## src/rtl/vlc_bit_packer_if.sv

```systemverilog
// Codeword input / packed-word output bundle for vlc_bit_packer.
// master = upstream codeword source, slave = the packer.
interface vlc_bit_packer_if;
    logic        in_valid;
    logic [31:0] in_code;
    logic [5:0]  in_len;
    logic        flush;
    logic        out_valid;
    logic [31:0] out_word;
    logic        flush_done;
    logic [31:0] total_bits;
    logic        len_err;

    modport master (
        output in_valid, in_code, in_len, flush,
        input  out_valid, out_word, flush_done, total_bits, len_err
    );

    modport slave (
        input  in_valid, in_code, in_len, flush,
        output out_valid, out_word, flush_done, total_bits, len_err
    );
endinterface

```

## src/rtl/vlc_bit_packer.sv

```systemverilog
// Packs right-aligned variable-length codewords into an MSB-first stream of
// 32-bit words, with an end-of-slice flush that zero-pads the final word.
module vlc_bit_packer (
    input  logic              clk,
    input  logic              reset,
    vlc_bit_packer_if.slave   bus
);
    typedef enum logic {RUN, FLUSH_TAIL} state_t;

    state_t      r_state, w_state_nxt;
    logic [63:0] r_acc, w_acc_nxt;
    logic [5:0]  r_fill, w_fill_nxt;
    logic        r_out_valid, w_out_valid_nxt;
    logic [31:0] r_out_word, w_out_word_nxt;
    logic        r_flush_done, w_flush_done_nxt;
    logic [31:0] r_total, w_total_nxt;
    logic        r_len_err, w_len_err_nxt;

    logic        w_run, w_len_bad, w_accept, w_full;
    logic [63:0] w_mask, w_code, w_acc_app;
    logic [6:0]  w_sum, w_shamt;

    assign w_run     = (r_state == RUN);
    assign w_len_bad = w_run && bus.in_valid && (bus.in_len > 6'd32);
    assign w_accept  = w_run && bus.in_valid && !w_len_bad;
    assign w_mask    = (64'd1 << bus.in_len) - 64'd1;
    assign w_code    = {32'd0, bus.in_code} & w_mask;
    assign w_sum     = {1'b0, r_fill} + (w_accept ? {1'b0, bus.in_len} : 7'd0);
    // New bits land directly below the occupied MSB-aligned region.
    assign w_shamt   = 7'd64 - w_sum;
    assign w_acc_app = w_accept ? (r_acc | (w_code << w_shamt)) : r_acc;
    assign w_full    = (w_sum >= 7'd32);

    always_comb begin
        w_state_nxt      = r_state;
        w_acc_nxt        = r_acc;
        w_fill_nxt       = r_fill;
        w_out_valid_nxt  = 1'b0;
        w_out_word_nxt   = r_out_word;
        w_flush_done_nxt = 1'b0;
        w_total_nxt      = r_flush_done ? 32'd0 : r_total;
        w_len_err_nxt    = r_len_err | w_len_bad;

        case (r_state)
            RUN: begin
                if (w_accept)
                    w_total_nxt = w_total_nxt + {26'd0, bus.in_len};
                w_acc_nxt  = w_acc_app;
                w_fill_nxt = w_sum[5:0];
                if (w_full) begin
                    w_out_valid_nxt = 1'b1;
                    w_out_word_nxt  = w_acc_app[63:32];
                    w_acc_nxt       = {w_acc_app[31:0], 32'd0};
                    w_fill_nxt      = {1'b0, w_sum[4:0]};
                end
                if (bus.flush) begin
                    if (w_full) begin
                        w_state_nxt = FLUSH_TAIL;
                    end else begin
                        w_flush_done_nxt = 1'b1;
                        if (w_sum != 7'd0) begin
                            w_out_valid_nxt = 1'b1;
                            w_out_word_nxt  = w_acc_app[63:32];
                        end
                        w_acc_nxt  = 64'd0;
                        w_fill_nxt = 6'd0;
                    end
                end
            end
            FLUSH_TAIL: begin
                w_flush_done_nxt = 1'b1;
                if (r_fill != 6'd0) begin
                    w_out_valid_nxt = 1'b1;
                    w_out_word_nxt  = r_acc[63:32];
                end
                w_acc_nxt   = 64'd0;
                w_fill_nxt  = 6'd0;
                w_state_nxt = RUN;
            end
            default: w_state_nxt = RUN;
        endcase
    end

    always_ff @(posedge clk or posedge reset) begin
        if (reset) begin
            r_state      <= RUN;
            r_acc        <= 64'd0;
            r_fill       <= 6'd0;
            r_out_valid  <= 1'b0;
            r_out_word   <= 32'd0;
            r_flush_done <= 1'b0;
            r_total      <= 32'd0;
            r_len_err    <= 1'b0;
        end else begin
            r_state      <= w_state_nxt;
            r_acc        <= w_acc_nxt;
            r_fill       <= w_fill_nxt;
            r_out_valid  <= w_out_valid_nxt;
            r_out_word   <= w_out_word_nxt;
            r_flush_done <= w_flush_done_nxt;
            r_total      <= w_total_nxt;
            r_len_err    <= w_len_err_nxt;
        end
    end

    assign bus.out_valid  = r_out_valid;
    assign bus.out_word   = r_out_word;
    assign bus.flush_done = r_flush_done;
    assign bus.total_bits = r_total;
    assign bus.len_err    = r_len_err;
endmodule

```

## src/flat_wrapper.sv

```systemverilog
// flat-port wrapper written by rule: the top's interface ports become plain ports
module vlc_bit_packer_flat 
  (clk, reset, bus_in_valid, bus_in_code, bus_in_len, bus_flush, bus_out_valid, bus_out_word, bus_flush_done, bus_total_bits, bus_len_err);
  vlc_bit_packer_if bus_i ();
  input  logic clk;
  input  logic reset;
  input wire logic [$bits(bus_i.in_valid)-1:0] bus_in_valid;
  input wire logic [$bits(bus_i.in_code)-1:0] bus_in_code;
  input wire logic [$bits(bus_i.in_len)-1:0] bus_in_len;
  input wire logic [$bits(bus_i.flush)-1:0] bus_flush;
  output wire logic [$bits(bus_i.out_valid)-1:0] bus_out_valid;
  output wire logic [$bits(bus_i.out_word)-1:0] bus_out_word;
  output wire logic [$bits(bus_i.flush_done)-1:0] bus_flush_done;
  output wire logic [$bits(bus_i.total_bits)-1:0] bus_total_bits;
  output wire logic [$bits(bus_i.len_err)-1:0] bus_len_err;
  assign bus_i.in_valid = bus_in_valid;
  assign bus_i.in_code = bus_in_code;
  assign bus_i.in_len = bus_in_len;
  assign bus_i.flush = bus_flush;
  assign bus_out_valid = bus_i.out_valid;
  assign bus_out_word = bus_i.out_word;
  assign bus_flush_done = bus_i.flush_done;
  assign bus_total_bits = bus_i.total_bits;
  assign bus_len_err = bus_i.len_err;
  vlc_bit_packer u_core (.clk(clk), .reset(reset), .bus(bus_i));
endmodule
```

## config.mk

```make
export PLATFORM = sky130hd
export DESIGN_NAME = vlc_bit_packer_flat
export DESIGN_NICKNAME = d
export VERILOG_FILES = /design/src/rtl/vlc_bit_packer_if.sv /design/src/rtl/vlc_bit_packer.sv /design/src/flat_wrapper.sv
export SDC_FILE = /design/constraint.sdc
export NUM_CORES = 1
export LEC_CHECK = 0
export CORE_MARGIN = 3
export CORE_UTILIZATION = 55
export CTS_CLUSTER_SIZE = 10
export DETAILED_ROUTE_END_ITERATION = 10
export PLACE_DENSITY = 0.88
export SLEW_MARGIN = 0
export SYNTH_ARGS = -nofsm -noshare
export SYNTH_HDL_FRONTEND = slang
export SYNTH_SLANG_ARGS = --single-unit
```

## constraint.sdc

```tcl
create_clock -name clk -period 7.5 [get_ports clk]
set_input_delay 1.5 -clock clk [delete_from_list [all_inputs] [get_ports clk]]
set_output_delay 1.5 -clock clk [all_outputs]
set_load 0.01 [all_outputs]
```

## Word level (Yosys, flattened, before mapping)

Index checks and enable logic that the tools add are counted.

- Add/sub/neg operators: 4
- $lt $le $gt $ge: 2
- Equality and inequality tests: 1
- Shift operators: 2
- Mux-type cells: 30
- Bitwise logic cells: 4
- Reduce and logical (&&, ||, !) cells: 6

Operator list:

| cell | count |
|---|---|
| 32-bit 2-to-1 mux | 8 |
| 64-bit 2-to-1 mux | 4 |
| 64-bit case mux with 2 select lines | 1 |
| 32-bit by 64-bit bitwise AND with 64-bit output | 1 |
| 64-bit OR | 1 |
| 32-bit case mux with 2 select lines | 1 |
| 1-bit by 6-bit << shifter with 64-bit output, first input constant | 1 |
| 64-bit by 7-bit << shifter with 64-bit output | 1 |
| 64-bit by 1-bit subtractor with 64-bit output, second input constant | 1 |
| 32-bit by 6-bit adder with 32-bit output | 1 |
| 6-bit 2-to-1 mux | 4 |
| 6-bit case mux with 2 select lines | 1 |
| 1-bit 2-to-1 mux | 8 |
| 6-bit by 7-bit adder with 7-bit output | 1 |
| 7-bit by 6-bit >= comparator with 1-bit output, second input constant | 1 |
| 7-bit nonzero test | 1 |
| 7-bit subtractor, first input constant | 1 |
| 6-bit greater-than comparator, second input constant | 1 |
| 1-bit case mux with 2 select lines | 3 |
| 6-bit nonzero test | 1 |
| 1-bit logical AND | 3 |
| 2-bit != test, second input constant | 1 |
| 1-bit logical NOT | 1 |
| 1-bit NOT | 1 |
| 1-bit OR | 1 |

- Register bits: 138
- Output and inout bits: 67
- Word-level logic and storage cells: 57

## Logic depth before layout (Yosys ltp)

Gate-level depths: netlist (run 1).

- Depth in word-level cells: 16
- Gate-level depth with buffers: 23
- Mapped depth without buffers: 17

## Worst setup path after synthesis (run 1)

OpenSTA, ideal clock, no wires.

- Path type: input-to-reg
- Start: input bus_in_len[3]
- End: register u_core.r_acc[62]
- Library setup time: 0.140 ns
- Arrival time: 6.364 ns
- Required time: 7.360 ns
- Slack: 0.996 ns
- Cell stages on the path: 22
- Buffers on the path: 9
- Cells stage by stage: buf_6 > or4_4 > o21ai_4 > nor2b_1 > clkbuf_1 > and2_1 > ha_1 > clkbuf_1 > inv_1 > clkbuf_1 > clkbuf_1 > ha_1 > clkbuf_1 > clkbuf_1 > clkbuf_1 > clkbuf_1 > a21oi_1 > a22oi_1 > a21oi_1 > mux2_2 > o31ai_2 > o22ai_1

- Cells in the longest elaborated chain, start to end: 14

RTL lines:

| item | line | RTL |
|---|---|---|
| start, declared | flat_wrapper.sv:9 | `input wire logic [$bits(bus_i.in_len)-1:0] bus_in_len;` |
| 6-bit greater-than comparator | vlc_bit_packer.sv:24 | `assign w_len_bad = w_run && bus.in_valid && (bus.in_len > 6'd32);` |
| 1-bit logical AND | vlc_bit_packer.sv:24 |  |
| 1-bit logical NOT | vlc_bit_packer.sv:25 | `assign w_accept = w_run && bus.in_valid && !w_len_bad;` |
| 1-bit logical AND | vlc_bit_packer.sv:25 |  |
| 6-bit 2-to-1 mux | vlc_bit_packer.sv:28 | `assign w_sum = {1'b0, r_fill} + (w_accept ? {1'b0, bus.in_len} : 7'd0);` |
| 6-bit by 7-bit adder with 7-bit output | vlc_bit_packer.sv:28 |  |
| 7-bit subtractor | vlc_bit_packer.sv:30 | `assign w_shamt = 7'd64 - w_sum;` |
| 64-bit by 7-bit << shifter with 64-bit output | vlc_bit_packer.sv:31 | `assign w_acc_app = w_accept ? (r_acc \| (w_code << w_shamt)) : r_acc;` |
| 64-bit OR | vlc_bit_packer.sv:31 |  |
| 64-bit 2-to-1 mux | vlc_bit_packer.sv:31 |  |
| 64-bit 2-to-1 mux | vlc_bit_packer.sv:50 | `if (w_full) begin` |
| 64-bit 2-to-1 mux | vlc_bit_packer.sv:57 | `if (w_full) begin` |
| 64-bit 2-to-1 mux * | vlc_bit_packer.sv:56 | `if (bus.flush) begin` |
| 64-bit case mux with 2 select lines * | vlc_bit_packer.sv:44 | `case (r_state)` |
| named net u_core.w_acc_nxt[62] | vlc_bit_packer.sv:11 | `logic [63:0] r_acc, w_acc_nxt;` |
| end signal, assigned | vlc_bit_packer.sv:96 | `r_acc <= w_acc_nxt;` |
| end, declared | vlc_bit_packer.sv:11 |  |

Mark *: on every way through the listed nets, which the timed path passes. The rest lies on a longest branch.
A chain may end at the register's enable or synchronous reset.

## Worst setup path in the final report (run 1)

- Start: input bus_in_len[1]
- End: register u_core.r_out_word[10] (netlist: u_core.bus.out_word[10])

- Cells in the longest elaborated chain, start to end: 15

RTL lines:

| item | line | RTL |
|---|---|---|
| 6-bit greater-than comparator | vlc_bit_packer.sv:24 |  |
| 1-bit logical AND | vlc_bit_packer.sv:24 |  |
| 1-bit logical NOT | vlc_bit_packer.sv:25 |  |
| 1-bit logical AND | vlc_bit_packer.sv:25 |  |
| 6-bit 2-to-1 mux | vlc_bit_packer.sv:28 |  |
| 6-bit by 7-bit adder with 7-bit output | vlc_bit_packer.sv:28 |  |
| 7-bit subtractor | vlc_bit_packer.sv:30 |  |
| 64-bit by 7-bit << shifter with 64-bit output | vlc_bit_packer.sv:31 |  |
| 64-bit OR | vlc_bit_packer.sv:31 |  |
| 64-bit 2-to-1 mux | vlc_bit_packer.sv:31 |  |
| 32-bit 2-to-1 mux | vlc_bit_packer.sv:50 |  |
| 32-bit 2-to-1 mux | vlc_bit_packer.sv:61 | `if (w_sum != 7'd0) begin` |
| 32-bit 2-to-1 mux | vlc_bit_packer.sv:57 |  |
| 32-bit 2-to-1 mux * | vlc_bit_packer.sv:56 |  |
| 32-bit case mux with 2 select lines * | vlc_bit_packer.sv:44 |  |
| end signal, assigned | vlc_bit_packer.sv:99 | `r_out_word <= w_out_word_nxt;` |
| end, declared | vlc_bit_packer.sv:14 | `logic [31:0] r_out_word, w_out_word_nxt;` |

Mark *: on every way between the ends. The rest lies on a longest branch, timed or not.

==> flow_metrics.env, run 1 <==
export IMPL_ys_flop_type="dfrtp_1"
export IMPL_track_usage=0.398
export IMPL_wl_met3_mm=5.41
export IMPL_ys_warn_count=0
export IMPL_fill_cells=1520
export IMPL_synth_edf_count=0
export IMPL_r2r_end="u_core.bus.out_word[17]"
export IMPL_rsz0062_at_grt="no"
export IMPL_synth_nets=1409
export IMPL_cts_root_buf="clkbuf_16"
export IMPL_fin_crit_ns=6.57
export IMPL_tritoncts="yes"
export IMPL_port_buffers=108
export IMPL_h_tree_depth=4
export IMPL_synthCells=1351
export IMPL_crit_type="in -> reg"
export IMPL_rr_worst_depth=18
export IMPL_period_share=0.876
export IMPL_hold_class="reg -> reg"
export IMPL_grt_overflow_total=0
export IMPL_via_per_inst=7.27
export IMPL_path_max_fanout=15
export IMPL_wl_per_cell_um=26.1
export IMPL_antennaDiodeCount=0
export IMPL_post_place_cells=1654
export IMPL_ys_seq_area_frac=0.316
export IMPL_cts_hold_buf=0
export IMPL_stdcell_count=1686
export IMPL_post_cts_buffers=0
export IMPL_grt_max_degree=73
export IMPL_final_common_cell="nor2_1"
export IMPL_totalWireLength_mm=44.0
export IMPL_cts_path_max_buffers=2
export IMPL_synth_fa_ha_area_frac=0.0197
export IMPL_final_nets=1471
export IMPL_die_area_um2=21600
export IMPL_fmax_mhz=152
export IMPL_critPathRequiredTime_ns=7.84
export IMPL_clkTransAtPathRegs_ns=0.07
export IMPL_vias=12300
export IMPL_power_density_nw_per_um2=393
export IMPL_place_congestion=1.04
export IMPL_avgSynthCellArea_um2=8.10
export IMPL_grt_pass1_wl_mm=68.4
export IMPL_syn2layout_area_growth_pct=17.6
export IMPL_tns_ns=0
export IMPL_slew_violations=0
export IMPL_io_pins=109
export IMPL_top_layer="met4"
export IMPL_hpwlAfterDp_mm=31.4
export IMPL_cp_endpoint="u_core.bus.out_word[10]"
export IMPL_m1WireLength_mm=17.6
export IMPL_setup_viol=0
export IMPL_antenna_found_initial=0
export IMPL_maxCapViolCount=0
export IMPL_critPathArrivalTime_ns=6.91
export IMPL_ctsResizeCount=0
export IMPL_cp_startpoint="bus_in_len[1]"
export IMPL_grt_pass1_vias=11700
export IMPL_post_synth_num_cell_types=98
export IMPL_ant_nets=0
export IMPL_firstDrtPassIters=6
export IMPL_max_slew_margin=0.129
export IMPL_synth_top_family_by_area="compound AO/OA/AOI/OAI gates"
export IMPL_synth_seq_cells=138
export IMPL_hp_start="u_core.r_acc[2]"
export IMPL_numCtsBuffers=17
export IMPL_synth_compound_area_share=0.307
export IMPL_synthTopCellsByArea="dfrtp_1, nor2_1, a21oi_1"
export IMPL_synthesis_area_um2=10900
export IMPL_power_mw=5.06
export IMPL_finalHoldViolCount=0
export IMPL_synth_xor_area_share=0.0314
export IMPL_finClkSkew_ns=0.0110
export IMPL_r2r_slack_ns=1.94
export IMPL_chipWidth_um=147
export IMPL_cts_sinks=138
export IMPL_yosys_area_top_type="dfrtp_1"
export IMPL_drive_gt1_frac=0.0982
export IMPL_clock_latency_ns=0.42
export IMPL_worstReg2RegStart="u_core.r_state"
export IMPL_worst_pin_slew_ns=1.30
export IMPL_async_reset_ff_frac=1.00
export IMPL_hold_slack_ns=0.490
export IMPL_power_leakage_nw=5.21
export IMPL_endpoint_kind="flop"
export IMPL_muxShareOfSynthArea=0.0481
export IMPL_die_h_um=147
export IMPL_first_iter_violations=1908
export IMPL_ir_drop_mv=0.281
export IMPL_status="completed"
export IMPL_most_common_layout_cells="nor2_1, dfrtp_1, nand2_1, clkdlybuf4s50_1, a21oi_1"
export IMPL_yosys_area_share_simple=0.226
export IMPL_num_rows=50
export IMPL_core_area_um2=19100
export IMPL_drc=0
export IMPL_yosysTopAreaCellShare=0.316
export IMPL_wl_met2_mm=19.5
export IMPL_critPathLaunchType="input pin"
export IMPL_start_util=0.572
==> registers in the layout (all words and copies together) (netlist names) <==
register and count:
u_core.bus.out_word 32, u_core.bus.total_bits 32, u_core.r_fill 6, u_core.r_acc 64, u_core.bus.len_err 1, u_core.r_state 1
u_core.bus.out_valid 1, u_core.bus.flush_done 1
==> logic make-up after synthesis <==
| family | after synthesis |
|---|---|
| AND/OR/NAND/NOR | 494 |
| AO/OA/AOI/OAI | 484 |
| flip-flops | 138 |
| buffers and inverters | 131 |
| multiplexers | 51 |
| XOR/XNOR | 36 |
| adder cells (fa/ha/maj) | 16 |
| other | 1 |
==> per-stage QoR <==
stage / utilization / area [um2] / setup slack (ns)
final: 0.672 / 12900 / 0.930
after global routing: 0.672 / 12900 / 0.638
after CTS: 0.672 / 12900 / 1.04
after detailed placement: 0.640 / 12300 / 0.640
after global placement: 0.640 / 12300 / 0.750
after floorplan: - / 10900 / 0.996
==> how the worst min path moves through the flow <==
stage / slack, ns / to / cells past startpoint
3_5_place_dp: 0.47 / u_core.r_acc[21] / 2
5_1_grt: 0.51 / u_core.r_acc[2] / 2
6_report: 0.49 / u_core.r_acc[2] / 2
2_1_floorplan: 0.45 / u_core.r_acc[21] / 2
4_1_cts: 0.48 / u_core.r_acc[21] / 2
3_3_place_gp: 0.46 / u_core.r_acc[2] / 2
==> final cells by class <==
type | count | area [um2] | area share
inverters | 24 | 95.1 | 0.00739
repair buffers | 150 | 1410 | 0.109
flip-flops and latches | 138 | 3450 | 0.268
well taps | 260 | 325 | 0.0253
clock buffers | 18 | 439 | 0.0341
multi-input cells | 1082 | 6970 | 0.542
clock inverters | 14 | 175 | 0.0136
==> synth_stat cells, types with 10 or more instances <==
master	instances
ha_1	14
nor4_1	14
xnor2_1	16
a31oi_1	35
o21a_1	10
xor2_1	18
inv_1	22
o21ai_0	81
a221oi_1	10
and2_1	16
nor2b_1	24
a211oi_1	27
o221ai_1	12
dfrtp_1	138
nand3_1	43
a22oi_1	16
mux2_2	13
o211ai_1	18
mux2i_1	38
nand4_1	21
o31ai_1	15
nand2_1	108
nand2b_1	16
and3_1	13
a21oi_1	86
o22ai_1	39
o2111ai_1	10
a21o_1	15
clkbuf_1	69
buf_2	20
nor3_1	35
nor2_1	151
==> power by group <==
part           switching [mW]  total [mW]  internal (mW)  leakage (nW)
logic                    2.16        3.22           1.06          3.02
registers              0.0969       0.957          0.861          1.89
clock network           0.374       0.887          0.513         0.295
total                    2.63        5.06           2.43          5.21
==> layer usage <==
metal / GRT usage / vias to the layer above
met5: 0 / -
met4: 0.115 / 0
met3: 0.109 / 158
met2: 0.609 / 947
met1: 0.558 / 5914
li1: - / 5241
==> critical path: stages <==
cell	delay [ns]
clkdlybuf4s50_1	0.42
or4_4	0.59
o21ai_4	0.20
nor2b_1	0.19
and2_1	0.15
ha_2	0.19
fa_1	0.49
inv_1	0.14
ha_1	0.20
xnor3_1	0.50
buf_4	0.30
nand2_1	0.19
o32ai_1	0.13
a21oi_1	0.17
o211ai_1	0.13
o21ai_0	0.76
a21oi_1	0.15
o31a_1	0.30
o21ai_0	0.18
Power figures use the tool's default switching activity.
==> run 2: changes to the inputs <==
--- a/config.mk
+++ b/config.mk
@@ -9,6 +9,7 @@
 export CORE_UTILIZATION = 55
 export CTS_CLUSTER_SIZE = 10
 export DETAILED_ROUTE_END_ITERATION = 10
+export HOLD_SLACK_MARGIN = 0.06
 export PLACE_DENSITY = 0.88
 export SLEW_MARGIN = 0
 export SYNTH_ARGS = -nofsm -noshare
==> results of run 2 <==
Same layout as run 1: the final DEF is identical, and so are final timing and power.
